$ cat src/rtl/mac_pkg.sv
// mac_pkg: constants shared by the MAC datapath and the MAC control unit.
//   MAC_DATA_W / MAC_ACC_W : default operand and accumulator widths
//   OUT_DEPTH              : depth of the result buffer in mac_dp
//   SEL1_IDLE / SEL2_IDLE  : idle control values (restart, no push)
package mac_pkg;
    localparam int   MAC_DATA_W = 8;
    localparam int   MAC_ACC_W  = 20;
    localparam int   OUT_DEPTH  = 2;
    localparam logic SEL1_IDLE  = 1'b1;
    localparam logic SEL2_IDLE  = 1'b1;
endpackage

$ cat src/rtl/mac_out_fifo.sv
// mac_out_fifo: 2-entry result buffer for mac_dp.
//   clk, rst     : clock, asynchronous active-high reset
//   push_i       : write push_data_i (accepted when not full, or when a pop
//                  happens in the same cycle)
//   pop_i        : remove the head (ignored when empty)
//   head_o       : head entry, 0 when empty
//   count_o      : occupancy 0..2
//   full_o       : two entries held
//   empty_o      : no entries held
module mac_out_fifo
    import mac_pkg::*;
#(
    parameter int W = MAC_ACC_W
) (
    input  logic         clk,
    input  logic         rst,
    input  logic         push_i,
    input  logic [W-1:0] push_data_i,
    input  logic         pop_i,
    output logic [W-1:0] head_o,
    output logic [1:0]   count_o,
    output logic         full_o,
    output logic         empty_o
);

    // Entry 0 is always the head; a pop shifts entry 1 down.
    logic [W-1:0] e0_q, e0_d, e1_q, e1_d;
    logic [1:0]   count_q, count_d;
    logic         do_pop, do_push;

    assign empty_o = (count_q == 2'd0);
    assign full_o  = (count_q == 2'(OUT_DEPTH));
    assign count_o = count_q;
    assign head_o  = empty_o ? '0 : e0_q;

    always_comb begin
        do_pop  = pop_i && !empty_o;
        do_push = push_i && (!full_o || do_pop);
        e0_d    = e0_q;
        e1_d    = e1_q;
        count_d = count_q;
        case ({do_push, do_pop})
            2'b01: begin
                e0_d    = e1_q;
                count_d = count_q - 2'd1;
            end
            2'b10: begin
                if (count_q == 2'd0) e0_d = push_data_i;
                else                 e1_d = push_data_i;
                count_d = count_q + 2'd1;
            end
            2'b11: begin
                // Occupancy unchanged; the new entry lands behind whatever survives the pop.
                if (count_q == 2'd1) begin
                    e0_d = push_data_i;
                end else begin
                    e0_d = e1_q;
                    e1_d = push_data_i;
                end
            end
            default: ;
        endcase
    end

    always_ff @(posedge clk or posedge rst) begin
        if (rst) begin
            e0_q    <= '0;
            e1_q    <= '0;
            count_q <= '0;
        end else begin
            e0_q    <= e0_d;
            e1_q    <= e1_d;
            count_q <= count_d;
        end
    end

endmodule

$ cat src/rtl/mac_dp.sv
// mac_dp: pipelined signed multiply-accumulate datapath.
//   clk, rst      : clock, asynchronous active-high reset
//   sel1          : 1 = term restarts the sum, 0 = term adds to it
//   sel2          : 0 = last term of window (push result), 1 = not last
//   in_a, in_b    : signed operands, one term per cycle, no stall
//   out_data      : head of the result buffer, 0 when empty
//   out_valid     : buffer non-empty
//   out_ready     : downstream takes the head this cycle
//   out_count     : buffer occupancy 0..2
//   overflow      : sticky, a result was dropped on a full buffer
// Pipeline: operands registered, product registered, then accumulate/push.
module mac_dp
    import mac_pkg::*;
#(
    parameter int DATA_W = MAC_DATA_W,
    parameter int ACC_W  = MAC_ACC_W
) (
    input  logic              clk,
    input  logic              rst,
    input  logic              sel1,
    input  logic              sel2,
    input  logic [DATA_W-1:0] in_a,
    input  logic [DATA_W-1:0] in_b,
    output logic [ACC_W-1:0]  out_data,
    output logic              out_valid,
    input  logic              out_ready,
    output logic [1:0]        out_count,
    output logic              overflow
);

    logic signed [DATA_W-1:0]   a_q, b_q;
    logic                       sel1_s1_q, sel2_s1_q;
    logic signed [2*DATA_W-1:0] prod_q;
    logic                       sel1_s2_q, sel2_s2_q;
    logic [ACC_W-1:0]           acc_q, acc_d;
    logic                       overflow_q, overflow_d;
    logic                       push, fifo_full, fifo_empty;

    always_ff @(posedge clk or posedge rst) begin
        if (rst) begin
            a_q       <= '0;
            b_q       <= '0;
            sel1_s1_q <= SEL1_IDLE;
            sel2_s1_q <= SEL2_IDLE;
            prod_q    <= '0;
            sel1_s2_q <= SEL1_IDLE;
            sel2_s2_q <= SEL2_IDLE;
            acc_q     <= '0;
        end else begin
            a_q       <= in_a;
            b_q       <= in_b;
            sel1_s1_q <= sel1;
            sel2_s1_q <= sel2;
            prod_q    <= (2*DATA_W)'(a_q) * (2*DATA_W)'(b_q);
            sel1_s2_q <= sel1_s1_q;
            sel2_s2_q <= sel2_s1_q;
            acc_q     <= acc_d;
        end
    end

    // Sign-extended product; the sum wraps modulo 2^ACC_W.
    always_comb begin
        acc_d = (sel1_s2_q ? '0 : acc_q) + ACC_W'(prod_q);
    end

    assign push = !sel2_s2_q;

    // A push onto a full buffer is dropped unless the head leaves this cycle
    // (out_ready alone suffices here: full implies out_valid).
    always_comb begin
        overflow_d = overflow_q;
        if (push && fifo_full && !out_ready) overflow_d = 1'b1;
    end

    always_ff @(posedge clk or posedge rst) begin
        if (rst) overflow_q <= 1'b0;
        else     overflow_q <= overflow_d;
    end

    assign overflow  = overflow_q;
    assign out_valid = !fifo_empty;

    mac_out_fifo #(
        .W(ACC_W)
    ) u_fifo (
        .clk        (clk),
        .rst        (rst),
        .push_i     (push),
        .push_data_i(acc_d),
        .pop_i      (out_ready),
        .head_o     (out_data),
        .count_o    (out_count),
        .full_o     (fifo_full),
        .empty_o    (fifo_empty)
    );

endmodule
$ cat config.mk
export PLATFORM = sky130hd
export DESIGN_NAME = mac_dp
export DESIGN_NICKNAME = d
export VERILOG_FILES = /design/src/rtl/mac_pkg.sv /design/src/rtl/mac_out_fifo.sv /design/src/rtl/mac_dp.sv
export SDC_FILE = /design/constraint.sdc
export NUM_CORES = 1
export LEC_CHECK = 0
export CAP_MARGIN = 40
export CORE_MARGIN = 10
export CORE_UTILIZATION = 60
export DETAILED_ROUTE_END_ITERATION = 7
export PLACE_DENSITY = 0.81
export RECOVER_POWER = 25
export SLEW_MARGIN = 10
export SYNTH_ARGS = -nofsm -noshare
export SYNTH_HDL_FRONTEND = slang
export SYNTH_SLANG_ARGS = --single-unit
$ cat constraint.sdc
create_clock -name clk -period 11.49 [get_ports clk]
set_input_delay 1.7235 -clock clk [delete_from_list [all_inputs] [get_ports clk]]
set_output_delay 1.7235 -clock clk [all_outputs]
set_load 0.02 [all_outputs]
==> metrics.cfg, run 1 <==
[clocking]
ctsRootBufferMaster = clkbuf_16
cts.sinks = 99
post_cts_resize_count = 0
hold_buffers = 0
cts_tree = built
htree_levels = 3
cts_buffer_depth = 2
insertion_delay_ps = 360
numCtsBuffers = 9
clk_transition_reported_paths_ps = 70
post-cts-setup-buffers = 0

[power]
pwr-share-clk_pct = 14.0
p_int_w = 0.001304
switchingPower_w = 0.0009938
swShare_pct = 43.25
p_seq_share_pct = 24.9
combPwrFrac_pct = 61.1
powerDensity_nw_per_um2 = 285.8
peakVddDrop_mv = 0.1251
p_total_w = 0.002298
leakagePower_nw = 3.771

[synthesis]
netlist_instances = 698
yosysWarnings = 0
yosysSeqAreaShare_pct = 34.96
synth_area_sq_um = 7101
avgSynthCellArea_sq_um = 10.17
async_flop_share_pct = 100.0
synth_cell_type_count = 51
synth_edf_count = 0
synth_seq_cells = 99
synthesis.nets = 827
synth-main-ff-cell = dfrtp_1

[detailed_routing]
wl_per_cell_um = 16.12
post-route-drc-count = 0
wirelength_um = 14310
vias = 4989
avgViaCountPerCell = 5.618
drtIter0Drc = 202
dr.pass1.iters = 8
drtAntennaViolNets = 0

[setup_path]
required_ps = 11730
cpMostUsedCell = fa_1
path_cells = nand2b_1, fa_1, fa_1, inv_1, fa_1, inv_1, fa_1, inv_1, ha_1, nand2_1, o21ai_0, or4_1, a311oi_1, a21oi_1, nor2_1, xnor2_1
crit_arrival_ps = 5080
path_max_fanout = 8
rr_worst_depth = 16
start_kind = flip-flop
critPathSlowestCell = fa_1
slowest_delay_ps = 540
cp-end-kind = flip-flop
critical_path_class = flip-flop to flip-flop

[sta]
tns_ps = 0
worst_pin_slew_ps = 1420
finalHoldViolCount = 0
clock_skew_ps = 9.559
fin_crit_sh_pct = 42.16
slew_violations = 0
rsz0062_at_grt = no
fin_hold_ws_ps = 359.1
setup_viol = 0
max_freq_mhz = 206.4
fin_crit_ps = 4844
max_slew_margin_pct = 5.330

[layout]
syn_to_final_growth_pct = 13.22
fin_area_sq_um = 8039
antennaDiodeCount = 0
utilization_pct = 69.81
layout-drive-gt1-share_pct = 6.577
num-nets-final = 869

[run]
maxCapViolCount = 0

[die]
core_area_sq_um = 11520
ios = 45
die_y_um = 128.8
dieArea_sq_um = 16590
fp.dieW_um = 128.8
rows = 39
start_util_pct = 61.66

[grt]
grt_max_degree = 60
grt-ovfl-total = 0
grt_pass1_wl_um = 25320
grt_pass1_vias = 5417
antenna_found_initial = 0
grtUsageTotal_pct = 18.73

[outcome]
status = completed

[hold_path]
min_path_cells = 0
hp-class = flip-flop to flip-flop

[place]
io_buffers = 44
place_area_sq_um = 7721
dp_hpwl_um = 11220
gp_congestion = 0.8609

[registers in the layout, summed over array words and instances, names as in the netlist]
| register | flops |
|---|---|
| u_fifo.count_o | 2 |
| sel1_s2_q | 1 |
| a_q | 8 |
| u_fifo.e0_q | 20 |
| b_q | 8 |
| sel2_s1_q | 1 |
| sel1_s1_q | 1 |
| prod_q | 16 |
| overflow | 1 |
| acc_q | 20 |
| u_fifo.e1_q | 20 |
| sel2_s2_q | 1 |
[worst max-delay path, delay by kind of cell, from the launching register on]
family                     cells  cell delay, ps
AOI/OAI and AO/OA              3             680
xor gates and xnor gates       1              90
adders and majority gates      5            2450
buffers and inverters          3             160
DFF                            1             440
and+or+nand+nor                4             910
[power by group through the flow]
| stage | clock (W) | combinational (W) | sequential [W] |
|---|---|---|---|
| 6_report | 0.000321 | 0.00140 | 0.000572 |
| 5_1_grt | 0.000341 | 0.00158 | 0.000590 |
| 4_1_cts | 0.000330 | 0.00141 | 0.000572 |
| 3_5_place_dp | 0 | 0.00139 | 0.000578 |
| 3_3_place_gp | 0 | 0.00133 | 0.000570 |
| 2_1_floorplan | 0 | 0.00104 | 0.000561 |
[path summary, 6_finish.rpt]
check,startpoint,end,slack (ps)
setup / recovery,a_q[0],prod_q[15],6650
hold / removal,sel2_s1_q,sel2_s2_q,360
setup reg to reg,a_q[0],prod_q[15],6650
hold reg to reg,sel2_s1_q,sel2_s2_q,360
max in group asynchronous,rst,sel2_s2_q,7770
min in group asynchronous,rst,a_q[6],1890
[kinds of logic (layout without fill, tap and decap cells)]
logic type               after synthesis  in the layout  synth area share [%]
AO/OA/AOI/OAI                         97             97                 9.427
XOR/XNOR                              34             34                 4.194
adder cells (fa/ha/maj)              108            108                 24.95
buffers and inverters                115            162                 6.115
flip-flops                            99             99                 34.96
multiplexers                          24             24                 3.736
AND/OR/NAND/NOR                      221            221                 16.62
[final cells by class]
cell class                 instances  area (sq um)
inverter                          96         361.6
multi-input combinational        484          4184
tap                              143         178.9
fill                             883          3477
timing repair buffer              50         509.2
clock inverter                     6         83.83
clock buffer                      10         239.0
sequential                        99          2482
[cell usage after synthesis, types with 3 or more instances]
| cell | count | area, sq um |
|---|---|---|
| xnor2_1 | 23 | 201.4 |
| mux2i_1 | 4 | 40.04 |
| nand2b_1 | 7 | 43.79 |
| nand2_1 | 32 | 120.1 |
| clkbuf_1 | 16 | 60.06 |
| nor2b_1 | 51 | 319.1 |
| fa_1 | 56 | 1121 |
| a21oi_1 | 18 | 90.09 |
| dfrtp_1 | 95 | 2377 |
| inv_1 | 96 | 360.4 |
| o21ai_0 | 17 | 85.08 |
| xor2_1 | 11 | 96.34 |
| a21o_1 | 11 | 82.58 |
| mux2_2 | 19 | 214.0 |
| and3_1 | 6 | 37.54 |
| dfstp_2 | 4 | 105.1 |
| o211ai_1 | 3 | 22.52 |
| ha_1 | 52 | 650.6 |
| nand4_1 | 4 | 25.02 |
| nor3_1 | 7 | 35.03 |
| o21ai_1 | 5 | 25.02 |
| nand3_1 | 15 | 75.07 |
| nor2_1 | 43 | 161.4 |
| o21a_1 | 6 | 45.04 |
| a221oi_1 | 13 | 113.9 |
| a31oi_1 | 4 | 25.02 |
| and2_1 | 48 | 300.3 |
[placed cells by master, fill, tap and decap left out, types with 3 or more instances in the layout]
cell             netlist  routed
and2_1                48      45
dfstp_2                4       3
o21a_1                 6       6
a21oi_1               18      18
xor2_1                11      11
dlygate4sd3_1          0      20
xnor2_1               23      23
nor3_1                 7       7
dfrtp_1               95      95
nor2b_1               51      51
a21o_1                11      11
a31oi_1                4       4
ha_1                  52      52
and3_1                 6       6
fa_1                  56      56
a221oi_1              13      13
o21ai_0               17      16
inv_1                 96      95
clkbuf_16              0       9
o21ai_1                5       6
nor2_1                43      43
mux2_2                19      19
nand4_1                4       4
mux2i_1                4       4
and2_0                 0       3
o211ai_1               3       3
nand2b_1               7       7
clkdlybuf4s50_1        0      24
nand3_1               15      15
nand2_1               32      32
buf_4                  0       3
[routing by layer]
layer | track usage [%] | part of all wire (%) | vias up
met5 | 0 | 0 | -
met4 | 6.555 | 2.5 | 0
met3 | 4.969 | 5.0 | 37
met2 | 32.98 | 50 | 140
met1 | 21.62 | 42 | 2447
li1 | - | - | 2365
[stage by stage]
stage / worst slack (ps) / std cells
floorplan: 7059 / 698
global placement: 6849 / 870
detailed placement: 6677 / 872
CTS: 6646 / 888
global route: 6382 / 888
finish: 6646 / 888
Power figures use the tool's default switching activity.
==> inputs of run 2 (changes only) <==
- clock period: 11.49 -> 4.5 ns (I/O delays scaled with it)
==> run 2 against run 1 <==
Clock power is 150% higher. Flip-flop and latch count is the same. Highest routed layer unchanged. Via count up 2.4%. Wire length is 2.3% higher. Clock skew fell by 1.1 ps. The run now ends with max-capacitance violations, max-slew violations left. Critical path depth is 1 higher. Design area grew 3.0%. Non-clock buffer count up 22. Setup slack lost 6500 ps.
==> metrics.cfg, run 2 (same netlist as run 1, synthesis figures left out) <==
[outcome]
status = finished with violations
violations = max-capacitance violations, max-slew violations

[detailed_routing]
post-route-drc-count = 0  ; unchanged
drtIter0Drc = 338  ; +67%
vias = 5110  ; +2.4%
wirelength_um = 14640  ; +2.3%
wl_per_cell_um = 16.09  ; -0.18%
dr.pass1.iters = 5  ; -3
avgViaCountPerCell = 5.615  ; about the same
drtAntennaViolNets = 0  ; unchanged

[sta]
worst_pin_slew_ps = 2156  ; +735.6 ps
fin_hold_ws_ps = 361.2  ; +2.102 ps
setup_slack_ps = 111.1  ; -6534 ps
max_slew_margin_pct = -43.71  ; -49 points
rsz0062_at_grt = yes
max_freq_mhz = 227.8  ; +10%
finalHoldViolCount = 0  ; unchanged
slew_violations = 43  ; +43
fin_crit_sh_pct = 97.53  ; +55 points
clock_skew_ps = 8.463  ; -1.096 ps
fin_crit_ps = 4389  ; -455.5 ps
setup_viol = 0  ; unchanged

[setup_path]
rr_worst_depth = 17  ; +1
path_cells = and2_4, fa_1, inv_1, fa_1, inv_2, fa_1, inv_2, fa_1, inv_2, ha_4, nand2_2, o21ai_2, or4_4, a311oi_2, a21oi_1, nor2_1, xnor2_1
slowest_delay_ps = 550  ; about the same
cp-end-kind = flip-flop
rr_endpoint = prod_q[15]
crit_start = b_q[0]
critical_path_class = flip-flop to flip-flop
rrSetupSlack_ps = 110  ; -6530 ps
required_ps = 4770  ; -6960 ps
start_kind = flip-flop
rr_startpoint = b_q[0]
crit_arrival_ps = 4660  ; -420 ps
critPathSlowestCell = fa_1
path_max_fanout = 3  ; -5
crit_buf_inv = 4  ; +1
cpMostUsedCell = fa_1
cp_top_family = adder cells

[die]
ios = 45  ; unchanged
dieArea_sq_um = 16590  ; unchanged
die_y_um = 128.8  ; unchanged
start_util_pct = 61.66  ; unchanged
core_area_sq_um = 11520  ; unchanged
fp.dieW_um = 128.8  ; unchanged
rows = 39  ; unchanged

[power]
peakVddDrop_mv = 0.3156  ; +150%
leakagePower_nw = 3.875  ; +2.8%
powerDensity_nw_per_um2 = 736.4  ; +160%

[clocking]
htree_levels = 3  ; unchanged
cts_buffer_depth = 2  ; unchanged
cts.sinks = 99  ; unchanged
clk_transition_reported_paths_ps = 70  ; about the same
numCtsBuffers = 9  ; unchanged
insertion_delay_ps = 360  ; about the same
ctsRootBufferMaster = clkbuf_16
cts_tree = built

[place]
dpl.cell_count = 891  ; +2.2%
io_buffers = 44  ; unchanged
gp_congestion = 0.8762  ; +1.8%
place_ws_ps = -122.2  ; -6799 ps
place_area_sq_um = 7849  ; +1.7%
dp_hpwl_um = 11360  ; +1.3%

[grt]
grt-ovfl-total = 0  ; unchanged
grt_pass1_vias = 5503  ; +1.6%
grt_pass1_wl_um = 25050  ; -1.1%
antenna_found_initial = 0  ; unchanged
grtUsageTotal_pct = 18.53  ; -0.20 points
grt_max_degree = 43  ; -28%

[layout]
fin_area_sq_um = 8278  ; +3.0%
final_common_cell = dfrtp_1
syn_to_final_growth_pct = 16.58
layout-drive-gt1-share_pct = 13.17  ; +6.6 points
stdcell_count = 910  ; +2.5%
final_cell_mix = dfrtp_1, inv_1, fa_1
antennaDiodeCount = 0  ; unchanged
biggestRegsByFlops = acc_q x20, u_fifo.e0_q x20, u_fifo.e1_q x20
num-nets-final = 891  ; +2.5%
utilization_pct = 71.88  ; +2.1 points

[hold_path]
hp-class = flip-flop to flip-flop
min_to = sel2_s2_q
hp-start = sel2_s1_q
min_path_cells = 0  ; unchanged

[run]
maxCapViolCount = 1  ; +1

run 2: changes by cell type in the layout (fill, tap and decap cells not counted), sizes merged:
cell / delta
inv: +1
clkinv: -1
buf: +22
run 2: report_power, final:
group | internal, W | switching, W | leakage (nW)
combinational | 0.00174 | 0.00211 | 2.57
clock | 0.000452 | 0.000342 | 0.155
sequential | 0.00129 | 0.000166 | 1.15
total | 0.00348 | 0.00261 | 3.88
run 2: routing by layer:
| metal | part of all wire, % | up-vias | track usage (%) | wire length (um) |
|---|---|---|---|---|
| met1 | 40 | 2513 | 20.66 | 5883 |
| met3 | 5.7 | 35 | 5.092 | 834 |
| li1 | - | 2413 | - | - |
| met5 | 0 | - | 0 | 0 |
| met2 | 52 | 149 | 33.43 | 7592 |
| met4 | 2.2 | 0 | 6.288 | 328 |
run 2: how the worst max path moves through the flow:
stage | depth (start not counted) | endpoint | slack (ps)
4_1_cts | 18 | prod_q[15] | 10
2_1_floorplan | 17 | prod_q[15] | 70
6_report | 17 | prod_q[15] | 110
5_1_grt | 17 | prod_q[15] | -90
3_3_place_gp | 17 | prod_q[15] | 60
3_5_place_dp | 17 | prod_q[15] | -120
run 2: metrics by stage:
stage	power (W)	setup TNS, ps
after global routing	0.006633	-143.8
final	0.006096	0
after floorplan	0.004099	0
after detailed placement	0.005070	-187.6
after CTS	0.005967	0
after global placement	0.004879	0
run 2: final cells by class:
type | count | area [sq um]
Clock buffer | 10 | 239.0
Clock inverter | 6 | 68.82
Fill cell | 827 | 3238
Inverter | 96 | 361.6
Multi-Input combinational cell | 484 | 4298
Sequential cell | 99 | 2485
Tap cell | 143 | 178.9
Timing Repair Buffer | 72 | 646.9
run 2: what timing repair did:
action | 4_1_cts | 5_1_grt
hold buffers | 0 | 0
pin swaps | 7 | 22
endpoints found under the hold margin | 0 | 0
resized for setup | 9 | 22
setup endpoints to repair | 3 | 3
setup buffers | 1 | 3
==> inputs of run 3 (changes only) <==
- SLEW_MARGIN: 10 -> 20
==> run 3 against run 2 <==
The run still ends with max-capacitance violations, max-slew violations left. Clock-buffer cell count unchanged. Non-clock buffer count up 1. Clock power about the same. Sequential share of layout area about the same. Global-route usage unchanged. Worst hold slack about the same. Core utilization up 0.098 points. Clock skew up 0.77 ps. Sequential power about the same. Combinational power about the same. Fmax about the same. Critical path type unchanged. Largest power group unchanged.
==> metrics.cfg, run 3 (same netlist as run 1, synthesis figures left out) <==
[outcome]
status = finished with violations
violations = max-capacitance violations, max-slew violations

[die]
start_util_pct = 61.66  ; unchanged
ios = 45  ; unchanged
dieArea_sq_um = 16590  ; unchanged
fp.dieW_um = 128.8  ; unchanged
die_y_um = 128.8  ; unchanged
core_area_sq_um = 11520  ; unchanged
rows = 39  ; unchanged

[layout]
fillers = 825  ; -0.24%
final_cell_mix = dfrtp_1, inv_1, fa_1
final_common_cell = dfrtp_1
layout-drive-gt1-share_pct = 13.28  ; +0.11 points
antennaDiodeCount = 0  ; unchanged
biggestRegsByFlops = acc_q x20, u_fifo.e0_q x20, u_fifo.e1_q x20
syn_to_final_growth_pct = 16.74
num-nets-final = 892  ; +0.11%
fin_area_sq_um = 8289  ; +0.14%

[sta]
max_freq_mhz = 227.7  ; about the same
fin_crit_ps = 4391  ; +1.964 ps
setup_viol = 0  ; unchanged
rsz0062_at_grt = yes
fin_crit_sh_pct = 97.58  ; about the same
finalHoldViolCount = 0  ; unchanged
worst_pin_slew_ps = 2161  ; +5.762 ps
fin_hold_ws_ps = 361.2  ; +0.009000 ps
max_slew_margin_pct = -44.09  ; -0.38 points
clock_skew_ps = 9.237  ; +0.7741 ps
slew_violations = 43  ; unchanged
tns_ps = 0  ; unchanged

[setup_path]
cp-end-kind = flip-flop
crit_arrival_ps = 4660  ; about the same
rr_worst_depth = 17  ; unchanged
crit_start = b_q[0]
rr_startpoint = b_q[0]
start_kind = flip-flop
required_ps = 4770  ; about the same
critical_path_class = flip-flop to flip-flop
path_max_fanout = 3  ; unchanged

[grt]
met3_usage_pct = 5.092  ; unchanged
top_usage_layer = met2
antenna_found_initial = 0  ; unchanged
grt_pass1_wl_um = 25050  ; unchanged
grt_util_met2_pct = 33.43  ; unchanged
grt_max_degree = 43  ; unchanged
grtUsageTotal_pct = 18.53  ; unchanged
grt-ovfl-total = 0  ; unchanged
use_met1_pct = 20.66  ; unchanged
grt_pass1_vias = 5503  ; unchanged

[hold_path]
hp-start = sel2_s1_q
hp-class = flip-flop to flip-flop
min_path_cells = 0  ; unchanged

[detailed_routing]
wirelength_um = 14700  ; +0.40%
post-route-drc-count = 0  ; unchanged
drtAntennaViolNets = 0  ; unchanged
avgViaCountPerCell = 5.631  ; +0.28%
vias = 5130  ; +0.39%
wl_per_cell_um = 16.13  ; +0.29%
dr.pass1.iters = 5  ; unchanged
drtIter0Drc = 383  ; +13%

[clocking]
cts_tree = built
ctsRootBufferMaster = clkbuf_16
htree_levels = 3  ; unchanged
numCtsBuffers = 9  ; unchanged
hold_buffers = 0  ; unchanged
clk_transition_reported_paths_ps = 70  ; about the same
insertion_delay_ps = 360  ; about the same
cts.sinks = 99  ; unchanged
cts_buffer_depth = 2  ; unchanged

[power]
p_total_w = 0.006110  ; +0.23%
leakagePower_nw = 3.881  ; +0.16%
powerDensity_nw_per_um2 = 737.1  ; about the same
peakVddDrop_mv = 0.3163  ; +0.20%

[place]
dp_hpwl_um = 11360  ; unchanged
place_area_sq_um = 7849  ; unchanged
gp_congestion = 0.8762  ; unchanged
io_buffers = 44  ; unchanged

[run]
maxCapViolCount = 1  ; unchanged

run 3: cell types whose count changed in the layout (fill, tap and decap cells not counted):
cell / change
buf_6: +1
run 3: layout make-up:
| type | instances | area [sq um] | area share [%] |
|---|---|---|---|
| tap | 143 | 178.9 | 2.158 |
| inverter | 96 | 361.6 | 4.362 |
| timing repair buffer | 73 | 658.1 | 7.940 |
| clock inverter | 6 | 68.82 | 0.8302 |
| sequential | 99 | 2485 | 29.98 |
| clock buffer | 10 | 239.0 | 2.883 |
| multi-input combinational | 484 | 4298 | 51.85 |
run 3: worst max-delay path, cell delays in order (launching register included):
cell	delay [ps]
dfrtp_1	380
and2_4	170
fa_1	540
inv_1	60
fa_1	500
inv_2	40
fa_1	550
inv_2	50
fa_1	550
inv_2	50
ha_4	220
nand2_2	70
o21ai_2	60
or4_4	430
a311oi_2	260
a21oi_1	110
nor2_1	130
xnor2_1	130
run 3: metal layers:
layer,vias to the layer above,wire length (um)
met3,38,817
met1,2530,5983
met5,-,0
met4,0,325
li1,2418,-
met2,144,7570
run 3: report_power, final:
group | internal (W) | switching (W)
clock | 0.000452 | 0.000343
combinational | 0.00175 | 0.00211
sequential | 0.00129 | 0.000166
total | 0.00349 | 0.00262
run 3: what timing repair did:
item / in CTS / in global routing
gates resized for setup: 9 / 22
pin swaps: 7 / 22
buffers inserted: 1 / 3
endpoints found under the setup margin: 3 / 3
run 3: final timing paths:
path	end	slack (ps)
worst max-delay path	prod_q[15]	110
worst min-delay path	sel2_s2_q	360
worst max register to register	prod_q[15]	110
worst min register to register	sel2_s2_q	360
max in group asynchronous	a_q[1]	730
min in group asynchronous	acc_q[0]	1060
run 3: stage by stage:
stage / utilization [%] / setup slack, ps / cells
2_1_floorplan: - / 68.71 / 698
3_3_place_gp: 67.98 / 57.55 / 890
3_5_place_dp: 68.16 / -122.2 / 891
4_1_cts: 71.19 / 10.14 / 908
5_1_grt: 71.98 / -91.40 / 911
6_report: 71.98 / 109.1 / 911
